## src/rtl/lcd_timing_multiwin_if.sv

```systemverilog
// Panel-side bundle of lcd_timing_multiwin: video pins, per-window requests, returned
// pixel data and the per-frame box inputs.
interface lcd_timing_multiwin_if #(
  parameter int unsigned NUM_WIN = 2,
  parameter int unsigned DATA_W  = 24
);
  logic              lcd_hs;
  logic              lcd_vs;
  logic              lcd_en;
  logic [DATA_W-1:0] lcd_rgb;
  logic [NUM_WIN-1:0] lcd_request;
  logic [11:0]       lcd_req_x;
  logic [11:0]       lcd_req_y;
  logic [DATA_W-1:0] lcd_data;
  logic              box_valid;
  logic [11:0]       box_x0;
  logic [11:0]       box_x1;
  logic [11:0]       box_y0;
  logic [11:0]       box_y1;
  logic              frame_start;

  modport master (
    output lcd_hs, lcd_vs, lcd_en, lcd_rgb, lcd_request, lcd_req_x, lcd_req_y, frame_start,
    input  lcd_data, box_valid, box_x0, box_x1, box_y0, box_y1
  );

  modport slave (
    input  lcd_hs, lcd_vs, lcd_en, lcd_rgb, lcd_request, lcd_req_x, lcd_req_y, frame_start,
    output lcd_data, box_valid, box_x0, box_x1, box_y0, box_y1
  );
endinterface

```

## src/rtl/lcd_timing_multiwin.sv

```systemverilog
// LCD timing generator with NUM_WIN side-by-side windows and a frame-shadowed box overlay.
// Optional LCD_BOX_BLINK_EN: 8-bit frame counter blinks the overlay 32 frames on / 32 off.
module lcd_timing_multiwin #(
  parameter int unsigned H_SYNC  = 40,
  parameter int unsigned H_BACK  = 220,
  parameter int unsigned H_DISP  = 1280,
  parameter int unsigned H_FRONT = 110,
  parameter int unsigned V_SYNC  = 5,
  parameter int unsigned V_BACK  = 20,
  parameter int unsigned V_DISP  = 720,
  parameter int unsigned V_FRONT = 5,
  parameter int unsigned H_AHEAD = 5,
  parameter int unsigned NUM_WIN = 2,
  parameter int unsigned WIN_W   = 640,
  parameter int unsigned WIN_Y0  = 120,
  parameter int unsigned WIN_H   = 480,
  parameter int unsigned DATA_W  = 24,
  parameter int unsigned BOX_T   = 2,
  parameter logic [DATA_W-1:0] BOX_COLOR = 24'hFF0000
) (
  input logic clk,
  input logic rst_n,
  lcd_timing_multiwin_if.master bus
);

  localparam int unsigned H_TOTAL = H_SYNC + H_BACK + H_DISP + H_FRONT;
  localparam int unsigned V_TOTAL = V_SYNC + V_BACK + V_DISP + V_FRONT;
  localparam logic signed [13:0] TM = 14'(BOX_T - 1);

  logic [11:0] hcnt_q, vcnt_q;
  logic signed [13:0] dx, dy, rx;
  logic de_c;
  logic [NUM_WIN-1:0] req;
  logic [11:0] req_x, req_y;

  always_ff @(posedge clk or negedge rst_n) begin
    if (!rst_n) begin
      hcnt_q <= '0;
      vcnt_q <= '0;
    end else if (hcnt_q == 12'(H_TOTAL - 1)) begin
      hcnt_q <= '0;
      vcnt_q <= (vcnt_q == 12'(V_TOTAL - 1)) ? '0 : vcnt_q + 12'd1;
    end else begin
      hcnt_q <= hcnt_q + 12'd1;
    end
  end

  // 14-bit signed so coordinates left/above the display and box edges near 4095 never wrap.
  assign dx   = $signed({2'b00, hcnt_q}) - $signed(14'(H_SYNC + H_BACK));
  assign dy   = $signed({2'b00, vcnt_q}) - $signed(14'(V_SYNC + V_BACK));
  assign rx   = dx + $signed(14'(H_AHEAD));
  assign de_c = (dx >= 0) && (dx < $signed(14'(H_DISP))) &&
                (dy >= 0) && (dy < $signed(14'(V_DISP)));

  assign bus.frame_start = (hcnt_q == '0) && (vcnt_q == '0);

  always_comb begin
    req   = '0;
    req_x = '0;
    req_y = '0;
    if ((dy >= $signed(14'(WIN_Y0))) && (dy < $signed(14'(WIN_Y0 + WIN_H)))) begin
      for (int k = 0; k < NUM_WIN; k++) begin
        if ((rx >= $signed(14'(k * WIN_W))) && (rx < $signed(14'((k + 1) * WIN_W)))) begin
          req[k] = 1'b1;
          req_x  = 12'(rx - $signed(14'(k * WIN_W)));
          req_y  = 12'(dy - $signed(14'(WIN_Y0)));
        end
      end
    end
  end

  assign bus.lcd_request = req;
  assign bus.lcd_req_x   = req_x;
  assign bus.lcd_req_y   = req_y;

  logic blink_off;
`ifdef LCD_BOX_BLINK_EN
  logic [7:0] frame_cnt_q;
  always_ff @(posedge clk or negedge rst_n) begin
    if (!rst_n) begin
      frame_cnt_q <= '0;
    end else if (bus.frame_start) begin
      frame_cnt_q <= frame_cnt_q + 8'd1;
    end
  end
  // Pre-increment value decides the upcoming frame, so frames 0..31 are drawn.
  assign blink_off = frame_cnt_q[5];
`else
  assign blink_off = 1'b0;
`endif

  logic        box_on_q;
  logic [11:0] x0_q, x1_q, y0_q, y1_q;

  always_ff @(posedge clk or negedge rst_n) begin
    if (!rst_n) begin
      box_on_q <= 1'b0;
      x0_q     <= '0;
      x1_q     <= '0;
      y0_q     <= '0;
      y1_q     <= '0;
    end else if (bus.frame_start) begin
      box_on_q <= bus.box_valid && (bus.box_x0 <= bus.box_x1) &&
                  (bus.box_y0 <= bus.box_y1) && !blink_off;
      if (bus.box_valid) begin
        x0_q <= bus.box_x0;
        x1_q <= bus.box_x1;
        y0_q <= bus.box_y0;
        y1_q <= bus.box_y1;
      end
    end
  end

  logic signed [13:0] sx0, sx1, sy0, sy1;
  logic outer, inner, overlay;

  assign sx0 = $signed({2'b00, x0_q});
  assign sx1 = $signed({2'b00, x1_q});
  assign sy0 = $signed({2'b00, y0_q});
  assign sy1 = $signed({2'b00, y1_q});

  assign outer = (dx >= sx0 - TM) && (dx <= sx1 + TM) && (dy >= sy0 - TM) && (dy <= sy1 + TM);
  assign inner = (dx > sx0 + TM) && (dx < sx1 - TM) && (dy > sy0 + TM) && (dy < sy1 - TM);
  assign overlay = box_on_q && outer && !inner;

  always_ff @(posedge clk or negedge rst_n) begin
    if (!rst_n) begin
      bus.lcd_hs  <= 1'b0;
      bus.lcd_vs  <= 1'b0;
      bus.lcd_en  <= 1'b0;
      bus.lcd_rgb <= '0;
    end else begin
      bus.lcd_hs  <= (hcnt_q >= 12'(H_SYNC));
      bus.lcd_vs  <= (vcnt_q >= 12'(V_SYNC));
      bus.lcd_en  <= de_c;
      bus.lcd_rgb <= !de_c ? '0 : (overlay ? BOX_COLOR : bus.lcd_data);
    end
  end

endmodule

```

## src/flat_wrapper.sv

```systemverilog
// flat-port wrapper written by rule: the top's interface ports become plain ports
module lcd_timing_multiwin_flat 
#(
  parameter int unsigned H_SYNC  = 40,
  parameter int unsigned H_BACK  = 220,
  parameter int unsigned H_DISP  = 1280,
  parameter int unsigned H_FRONT = 110,
  parameter int unsigned V_SYNC  = 5,
  parameter int unsigned V_BACK  = 20,
  parameter int unsigned V_DISP  = 720,
  parameter int unsigned V_FRONT = 5,
  parameter int unsigned H_AHEAD = 5,
  parameter int unsigned NUM_WIN = 2,
  parameter int unsigned WIN_W   = 640,
  parameter int unsigned WIN_Y0  = 120,
  parameter int unsigned WIN_H   = 480,
  parameter int unsigned DATA_W  = 24,
  parameter int unsigned BOX_T   = 2,
  parameter logic [DATA_W-1:0] BOX_COLOR = 24'hFF0000
)
  (clk, rst_n, bus_lcd_hs, bus_lcd_vs, bus_lcd_en, bus_lcd_rgb, bus_lcd_request, bus_lcd_req_x, bus_lcd_req_y, bus_frame_start, bus_lcd_data, bus_box_valid, bus_box_x0, bus_box_x1, bus_box_y0, bus_box_y1);
  lcd_timing_multiwin_if #(.NUM_WIN(NUM_WIN), .DATA_W(DATA_W)) bus_i ();
  input logic clk;
  input logic rst_n;
  output wire logic [$bits(bus_i.lcd_hs)-1:0] bus_lcd_hs;
  output wire logic [$bits(bus_i.lcd_vs)-1:0] bus_lcd_vs;
  output wire logic [$bits(bus_i.lcd_en)-1:0] bus_lcd_en;
  output wire logic [$bits(bus_i.lcd_rgb)-1:0] bus_lcd_rgb;
  output wire logic [$bits(bus_i.lcd_request)-1:0] bus_lcd_request;
  output wire logic [$bits(bus_i.lcd_req_x)-1:0] bus_lcd_req_x;
  output wire logic [$bits(bus_i.lcd_req_y)-1:0] bus_lcd_req_y;
  output wire logic [$bits(bus_i.frame_start)-1:0] bus_frame_start;
  input wire logic [$bits(bus_i.lcd_data)-1:0] bus_lcd_data;
  input wire logic [$bits(bus_i.box_valid)-1:0] bus_box_valid;
  input wire logic [$bits(bus_i.box_x0)-1:0] bus_box_x0;
  input wire logic [$bits(bus_i.box_x1)-1:0] bus_box_x1;
  input wire logic [$bits(bus_i.box_y0)-1:0] bus_box_y0;
  input wire logic [$bits(bus_i.box_y1)-1:0] bus_box_y1;
  assign bus_lcd_hs = bus_i.lcd_hs;
  assign bus_lcd_vs = bus_i.lcd_vs;
  assign bus_lcd_en = bus_i.lcd_en;
  assign bus_lcd_rgb = bus_i.lcd_rgb;
  assign bus_lcd_request = bus_i.lcd_request;
  assign bus_lcd_req_x = bus_i.lcd_req_x;
  assign bus_lcd_req_y = bus_i.lcd_req_y;
  assign bus_frame_start = bus_i.frame_start;
  assign bus_i.lcd_data = bus_lcd_data;
  assign bus_i.box_valid = bus_box_valid;
  assign bus_i.box_x0 = bus_box_x0;
  assign bus_i.box_x1 = bus_box_x1;
  assign bus_i.box_y0 = bus_box_y0;
  assign bus_i.box_y1 = bus_box_y1;
  lcd_timing_multiwin #(.H_SYNC(H_SYNC), .H_BACK(H_BACK), .H_DISP(H_DISP), .H_FRONT(H_FRONT), .V_SYNC(V_SYNC), .V_BACK(V_BACK), .V_DISP(V_DISP), .V_FRONT(V_FRONT), .H_AHEAD(H_AHEAD), .NUM_WIN(NUM_WIN), .WIN_W(WIN_W), .WIN_Y0(WIN_Y0), .WIN_H(WIN_H), .DATA_W(DATA_W), .BOX_T(BOX_T), .BOX_COLOR(BOX_COLOR)) u_core (.clk(clk), .rst_n(rst_n), .bus(bus_i));
endmodule
```

## config.mk

```make
export PLATFORM = sky130hd
export DESIGN_NAME = lcd_timing_multiwin_flat
export DESIGN_NICKNAME = d
export VERILOG_FILES = /design/src/rtl/lcd_timing_multiwin_if.sv /design/src/rtl/lcd_timing_multiwin.sv /design/src/flat_wrapper.sv
export SDC_FILE = /design/constraint.sdc
export NUM_CORES = 1
export LEC_CHECK = 0
export CORE_MARGIN = 3
export CORE_UTILIZATION = 45
export DETAILED_ROUTE_END_ITERATION = 16
export GPL_ROUTABILITY_DRIVEN = 1
export GPL_TIMING_DRIVEN = 0
export PLACE_DENSITY = 0.7
export SLEW_MARGIN = 20
export SYNTH_ARGS = -nofsm -noshare
export SYNTH_HDL_FRONTEND = slang
export SYNTH_SLANG_ARGS = --single-unit
```

## constraint.sdc

```tcl
create_clock -name clk -period 4.11 [get_ports clk]
set_clock_uncertainty 0.15 [all_clocks]
set_input_delay 0.822 -clock clk [delete_from_list [all_inputs] [get_ports clk]]
set_output_delay 0.822 -clock clk [all_outputs]
set_load 0.01 [all_outputs]
```

==> impl_metrics.env, run 1 <==
export IMPL_max_freq_mhz=212.8
export IMPL_synth_yosys_seq_area_share=0.2577
export IMPL_slowest_delay_ns=0.54
export IMPL_numClockSinks=100
export IMPL_n_antenna_cell=0
export IMPL_synth_compound_area_frac=0.1540
export IMPL_path_clk_slew_ns=0.09
export IMPL_powerDensity_nw_per_um2=188.5
export IMPL_port_buffer_count=126
export IMPL_synthAdderAreaFrac=0.1778
export IMPL_required_ns=3.14
export IMPL_area_growth_pct=30.46
export IMPL_finish_utilization=0.6008
export IMPL_dieWidth_um=152.9
export IMPL_synth_simple_gate_area_share=0.2148
export IMPL_syn_mean_instance_area_sq_um=8.534
export IMPL_hp_class="primary input to asynchronous set/reset pin"
export IMPL_cts_root_buffer="clkbuf_16"
export IMPL_grt_setup_unrepaired="yes"
export IMPL_cp_cell_sequence="or3_1 -> nor4_4 -> o211ai_1 -> a211oi_4 -> buf_4 -> o32ai_1 -> a2bb2oi_4 -> buf_6 -> o41a_1 -> nor3_2 -> buf_2"
export IMPL_grt_antenna_before_repair=0
export IMPL_cts_tree="built"
export IMPL_maxSlewViolCount=0
export IMPL_crit_path_top_delay_cell="or3_1"
export IMPL_grt_max_degree=54
export IMPL_dp_hpwl_mm=20.30
export IMPL_netlist_area_sq_um=9712
export IMPL_violations="setup timing"
export IMPL_synth_common_cells="138 x ha_1, 100 x dfrtp_1, 83 x nand2_1"
export IMPL_synth_top_flop_cell="dfrtp_1"
export IMPL_grt_ovfl_total=0
export IMPL_clockBufferDepth=2
export IMPL_grt_use_total=0.2277
export IMPL_synth_mux_area_frac=0.02886
export IMPL_initial_utilization=0.4605
export IMPL_die_area_sq_um=23380
export IMPL_synth_top_family_by_area="simple AND/OR/NAND/NOR gates"
export IMPL_worst_endpoint_arrival_ns=3.73
export IMPL_place_ws_ns=-1.139
export IMPL_end_kind="output pin"
export IMPL_drt_wirelength_per_cell_um=17.24
export IMPL_finalHoldViolations=0
export IMPL_yosysWarnings=0
export IMPL_drcViolationCount=0
export IMPL_wl_mm=27.65
export IMPL_synth_cells=1138
export IMPL_cts_htree_levels=3
export IMPL_drive_gt1_frac=0.1806
export IMPL_setup_viol=24
export IMPL_synth_top_cells_by_area="dfrtp_1 26%, ha_1 18%, xnor2_1 6.8%, xor2_1 4.0%, nand2_1 3.2%"
export IMPL_synth_edf_count=0
export IMPL_critPathMaxFanout=4
export IMPL_status="finished, violations left"
export IMPL_setup_worst_path_class="flip-flop to output pin"
export IMPL_maxCapViolations=0
export IMPL_setup_tns_ns=-9.743
export IMPL_cts_buffers=9
export IMPL_synth_xor_area_frac=0.1090
export IMPL_leakage_nw=5.498
export IMPL_async_flop_share=1.000
export IMPL_place_gp_congestion=0.8871
export IMPL_yosysUniqueCellTypes=81
export IMPL_worst_r2r_path_depth=15
export IMPL_tightestPinTransition_ns=0.8084
export IMPL_hold_worst_slack_ns=0.2220
export IMPL_finalNetCount=1537
export IMPL_first_iter_violations=524
export IMPL_cts_hold_buffers=0
export IMPL_vdd_ir_drop_worst_mv=0.1827
export IMPL_dr_pass1_iters=5
export IMPL_fin_crit_sh=1.143
export IMPL_layout_setup_ws_ns=-0.5883
export IMPL_die_h_um=152.9
export IMPL_synthMostInstantiatedCell="ha_1"
export IMPL_max_slew_margin=0.4570
export IMPL_rows=53
export IMPL_ios=129
export IMPL_grt_pass1_vias=8837
export IMPL_via_count=9089
export IMPL_ant_nets=0
export IMPL_yosysTopAreaCellShare=0.2577
export IMPL_viasPerCell=5.666
export IMPL_critPathLaunchType="flip-flop"
export IMPL_grt_pass1_wl_mm=44.15
export IMPL_yosys_register_bits=100
export IMPL_fin_crit_ns=4.698
export IMPL_clk_latency_ns=0.37
export IMPL_core_area_sq_um=21090
export IMPL_synth_area_leader_cell="dfrtp_1"
export IMPL_finalPower_mw=2.389
cell usage in the layout, fill, tap and decap left out, types with 9 or more instances in the layout:
cell	count
o21a_1	18
nor3_1	19
xor2_1	44
nand3_1	42
a21oi_1	33
a21o_1	18
nor2_1	68
ha_1	135
dfrtp_1	92
buf_4	47
o21ai_0	55
xnor2_1	65
nand4_1	33
clkbuf_1	38
mux2_2	24
o211ai_1	12
and2_1	25
or3_1	9
nor4_1	12
clkbuf_16	9
nand2_1	83
buf_2	20
clkdlybuf4s50_1	101
and3_1	10
buf_6	19
nand2b_1	10
inv_1	67
nor2b_1	13
registers in the layout, indices dropped and copies added, names as in the netlist:
signal              count
u_core.bus.lcd_rgb     24
u_core.hcnt_q          12
u_core.vcnt_q          12
u_core.x0_q            12
u_core.x1_q            12
u_core.y0_q            12
u_core.y1_q            12
u_core.box_on_q         1
u_core.bus.lcd_en       1
u_core.bus.lcd_hs       1
u_core.bus.lcd_vs       1
metal layers:
| metal | vias up | part of all wire | track usage |
|---|---|---|---|
| met5 | - | 0 | 0 |
| met4 | 0 | 0.027 | 0.07679 |
| met3 | 53 | 0.052 | 0.02520 |
| met2 | 307 | 0.49 | 0.3914 |
| met1 | 4297 | 0.44 | 0.2994 |
| li1 | 4432 | - | - |
cells by family (layout without fill, tap and decap cells):
kind of cell | count (synthesis) | after routing
buf+inv | 138 | 328
simple gates | 397 | 397
fa+ha+maj | 138 | 138
other cells | 1 | 2
xor+xnor | 120 | 120
mux | 25 | 25
flops | 100 | 100
compound gates | 219 | 219
per-stage QoR:
| stage | area [sq um] | instances |
|---|---|---|
| finish | 12670 | 1604 |
| global route | 12670 | 1604 |
| CTS | 12310 | 1592 |
| detailed placement | 11360 | 1541 |
| global placement | 11330 | 1540 |
| floorplan | 9722 | 1139 |
timing repair:
item | CTS | global route
setup buffers | 36 | 18
cloned | 3 | 0
setup endpoints to repair | 48 | 48
gates resized for setup | 190 | 66
endpoints found under the hold margin | 0 | 0
pin swaps | 19 | 22
final cells by class:
class	instances	area, sq um
plain buffers	55	285.3
multi-input cells	901	7208
repair buffers	184	1728
flip-flops and latches	100	2512
clock inverters	7	70.07
clock buffers	9	225.2
inverters	73	296.5
fillers	1841	8418
well taps	275	344.1
worst max-delay path: cells and delay by family (launching register included):
| kind | cells | cell delay, ns |
|---|---|---|
| flops | 1 | 0.48 |
| simple gates | 3 | 1.04 |
| buf+inv | 3 | 0.51 |
| compound gates | 5 | 1.31 |
where the power goes:
group	internal [mW]	total, mW	switching [mW]	leakage [nW]
Clock	0.427	0.879	0.452	0.141
Sequential	1.01	1.03	0.0272	1.32
Combinational	0.237	0.475	0.238	4.04
Total	1.67	2.39	0.717	5.50
path summary, 6_finish.rpt:
| check | from | to | slack (ns) |
|---|---|---|---|
| setup reg to reg | u_core.hcnt_q[6]$_DFF_PN0_ | u_core.bus.lcd_rgb[0]$_DFF_PN0_ | 0.04 |
| setup / recovery | u_core.hcnt_q[6]$_DFF_PN0_ | bus_lcd_req_x[9] | -0.59 |
| hold reg to reg | u_core.y1_q[1]$_DFFE_PN0P_ | u_core.y1_q[1]$_DFFE_PN0P_ | 0.42 |
| max in group asynchronous | rst_n | u_core.y1_q[1]$_DFFE_PN0P_ | 2.93 |
| min in group clk | u_core.y1_q[1]$_DFFE_PN0P_ | u_core.y1_q[1]$_DFFE_PN0P_ | 0.42 |
| hold / removal | rst_n | u_core.hcnt_q[4]$_DFF_PN0_ | 0.22 |
Power figures use the tool's default switching activity.
==> inputs of run 2 (changes only) <==
--- a/config.mk
+++ b/config.mk
@@ -10,8 +10,8 @@
 export DETAILED_ROUTE_END_ITERATION = 16
 export GPL_ROUTABILITY_DRIVEN = 1
 export GPL_TIMING_DRIVEN = 0
-export PLACE_DENSITY = 0.7
-export SLEW_MARGIN = 20
+export PLACE_DENSITY_LB_ADDON = 0.12
+export SLEW_MARGIN = 5
 export SYNTH_ARGS = -nofsm -noshare
 export SYNTH_HDL_FRONTEND = slang
 export SYNTH_SLANG_ARGS = --single-unit
==> run 2 against run 1 <==
Net effect: the flow still finishes with violations (setup timing); die area stayed put; worst hold slack better by 0.12 ns; total power is 0.32% lower; critical path depth is 1 higher; largest cell class unchanged; setup slack better by 0.048 ns; via count is 1.7% lower; combinational power is 1% lower; count of clock-buffer cells in the layout stayed put; clock power hardly changed; design area is 1.0% higher; sequential share of layout area is 0.20 points lower.
==> impl_metrics.env, run 2 (synthesis gave the netlist of run 1 again) <==
export IMPL_status="finished, violations left"
export IMPL_violations="setup timing"
export IMPL_worst_endpoint_arrival_ns=3.68
export IMPL_tightestPinTransition_ns=0.8089
export IMPL_via_count=8939
export IMPL_finalHoldViolations=0
export IMPL_leakage_nw=5.525
export IMPL_critPathLaunchType="flip-flop"
export IMPL_rows=53
export IMPL_viasPerCell=5.580
export IMPL_clk_latency_ns=0.36
export IMPL_grt_antenna_before_repair=0
export IMPL_dieWidth_um=152.9
export IMPL_drt_wirelength_per_cell_um=16.99
export IMPL_critPathMaxFanout=10
export IMPL_critPathLaunch="u_core.hcnt_q[6]$_DFF_PN0_"
export IMPL_first_iter_violations=563
export IMPL_fin_crit_ns=4.650
export IMPL_ant_nets=0
export IMPL_vdd_ir_drop_worst_mv=0.1748
export IMPL_max_freq_mhz=215.1
export IMPL_initial_utilization=0.4605
export IMPL_clockBufferDepth=2
export IMPL_finalNetCount=1535
export IMPL_wl_mm=27.22
export IMPL_dr_pass1_iters=7
export IMPL_slowest_delay_ns=0.51
export IMPL_grt_use_total=0.2269
export IMPL_grt_pass1_vias=8669
export IMPL_setup_tns_ns=-8.059
export IMPL_powerDensity_nw_per_um2=186.1
export IMPL_maxSlewViolCount=0
export IMPL_port_buffer_count=126
export IMPL_ios=129
export IMPL_required_ns=3.14
export IMPL_path_clk_slew_ns=0.08
export IMPL_hp_class="primary input to asynchronous set/reset pin"
export IMPL_fillers=1830
export IMPL_cts_root_buffer="clkbuf_16"
export IMPL_maxCapViolations=0
export IMPL_critPathBufInv=3
export IMPL_cts_buffers=9
export IMPL_grt_ovfl_total=0
export IMPL_largest_register="u_core.bus.lcd_rgb"
export IMPL_numClockSinks=100
export IMPL_drcViolationCount=0
export IMPL_cp_cell_sequence="clkbuf_2 -> o31a_1 -> nor2_2 -> inv_2 -> xnor2_4 -> ha_4 -> nand4_1 -> nor3_4 -> a2bb2oi_4 -> o41a_1 -> nor3_2 -> buf_2"
export IMPL_cts_htree_levels=3
export IMPL_grt_max_degree=52
export IMPL_crit_path_top_delay_cell="dfrtp_1"
export IMPL_dp_hpwl_mm=20.19
export IMPL_die_area_sq_um=23380
export IMPL_cts_tree="built"
export IMPL_setup_viol=24
export IMPL_fin_crit_sh=1.131
export IMPL_n_antenna_cell=0
export IMPL_final_common_cell="ha_1"
export IMPL_largest_register_ffs=24
export IMPL_setup_worst_path_class="flip-flop to output pin"
export IMPL_layout_setup_ws_ns=-0.5398
export IMPL_layout_common_cells="135 x ha_1, 101 x clkdlybuf4s50_1, 92 x dfrtp_1"
export IMPL_core_area_sq_um=21090
export IMPL_max_slew_margin=0.4566
export IMPL_die_h_um=152.9
export IMPL_end_kind="output pin"
export IMPL_area_growth_pct=31.77
export IMPL_rr_startpoint="u_core.hcnt_q[6]$_DFF_PN0_"
export IMPL_finalPower_mw=2.381
export IMPL_drive_gt1_frac=0.1861
export IMPL_grt_setup_unrepaired="yes"
export IMPL_cpLargestDelayFamily="simple AND/OR/NAND/NOR gates"
export IMPL_grt_pass1_wl_mm=44.15
export IMPL_place_gp_congestion=0.8869
[run 2: path summary, 6_finish.rpt]
check | endpoint | slack [ns] | cells past startpoint
min in group clk | u_core.box_on_q$_DFFE_PN0P_ | 0.43 | 2
setup / recovery | bus_lcd_req_x[9] | -0.54 | 12
max in group asynchronous | u_core.y1_q[0]$_DFFE_PN0P_ | 2.75 | 2
hold / removal | u_core.hcnt_q[10]$_DFF_PN0_ | 0.34 | 1
hold reg to reg | u_core.box_on_q$_DFFE_PN0P_ | 0.43 | 2
setup reg to reg | u_core.bus.lcd_rgb[0]$_DFF_PN0_ | 0.15 | 15
[run 2: repair_timing]
action | 4_1_cts | 5_1_grt
gates cloned | 2 | 0
resized for setup | 189 | 92
hold buffers | 0 | 0
pin swaps | 25 | 32
endpoints found under the setup margin | 48 | 48
buffers inserted | 32 | 26
[run 2: through the flow]
stage / cells / hold slack, ns / util / setup slack, ns / cell area (sq um)
3_5_place_dp: 1541 / 0.4176 / 0.5383 / -1.223 / 11350
3_3_place_gp: 1540 / 0.3989 / 0.5371 / -1.904 / 11330
2_1_floorplan: 1139 / 0.3649 / - / 0.01588 / 9722
4_1_cts: 1586 / 0.3783 / 0.5830 / -0.5198 / 12290
5_1_grt: 1602 / 0.4075 / 0.6069 / -0.6353 / 12800
6_report: 1602 / 0.3418 / 0.6069 / -0.5398 / 12800
[run 2: where the power goes]
part           switching, mW  internal (mW)
clock network          0.448          0.428
registers             0.0286           1.01
logic                  0.233          0.235
total                  0.710           1.67
[run 2: worst reg2reg max path, stage by stage (launching register included)]
cell and delay, ns:
dfrtp_1 0.51, clkbuf_2 0.30, nor4b_2 0.35, a2bb2oi_1 0.15, o21ai_2 0.20, inv_4 0.18, ha_1 0.37, a21oi_1 0.14
o21ai_0 0.11, a2111oi_1 0.41, a221o_1 0.22, o211ai_1 0.11, nand4_1 0.20, a31oi_4 0.13, buf_4 0.18, and2_1 0.15
[run 2: per-layer routing]
metal  track usage  wire, um  vias up
met2        0.3831     13050      248
met1        0.3060     12470     4217
met3       0.02718      1047       61
li1              -         -     4413
met4       0.06873       663        0
met5             0         0        -
[run 2: layout make-up]
type                       instances  area (sq um)  area share
clock buffer                       9         225.2     0.01760
multi-input combinational        901          7326      0.5724
buffer                            52         266.5     0.02083
clock inverter                     7         66.31    0.005182
timing repair buffer             185          1760      0.1376
sequential                       100          2512      0.1963
tap                              275         344.1     0.02689
inverter                          73         296.5     0.02317
==> inputs of run 3 (changes only) <==
--- a/config.mk
+++ b/config.mk
@@ -7,6 +7,7 @@
 export LEC_CHECK = 0
 export CORE_MARGIN = 3
 export CORE_UTILIZATION = 45
+export CTS_BUF_LIST = sky130_fd_sc_hd__clkbuf_16
 export DETAILED_ROUTE_END_ITERATION = 16
 export GPL_ROUTABILITY_DRIVEN = 1
 export GPL_TIMING_DRIVEN = 0
==> results of run 3 <==
No change in the layout: final DEF, timing and power equal those of run 2.
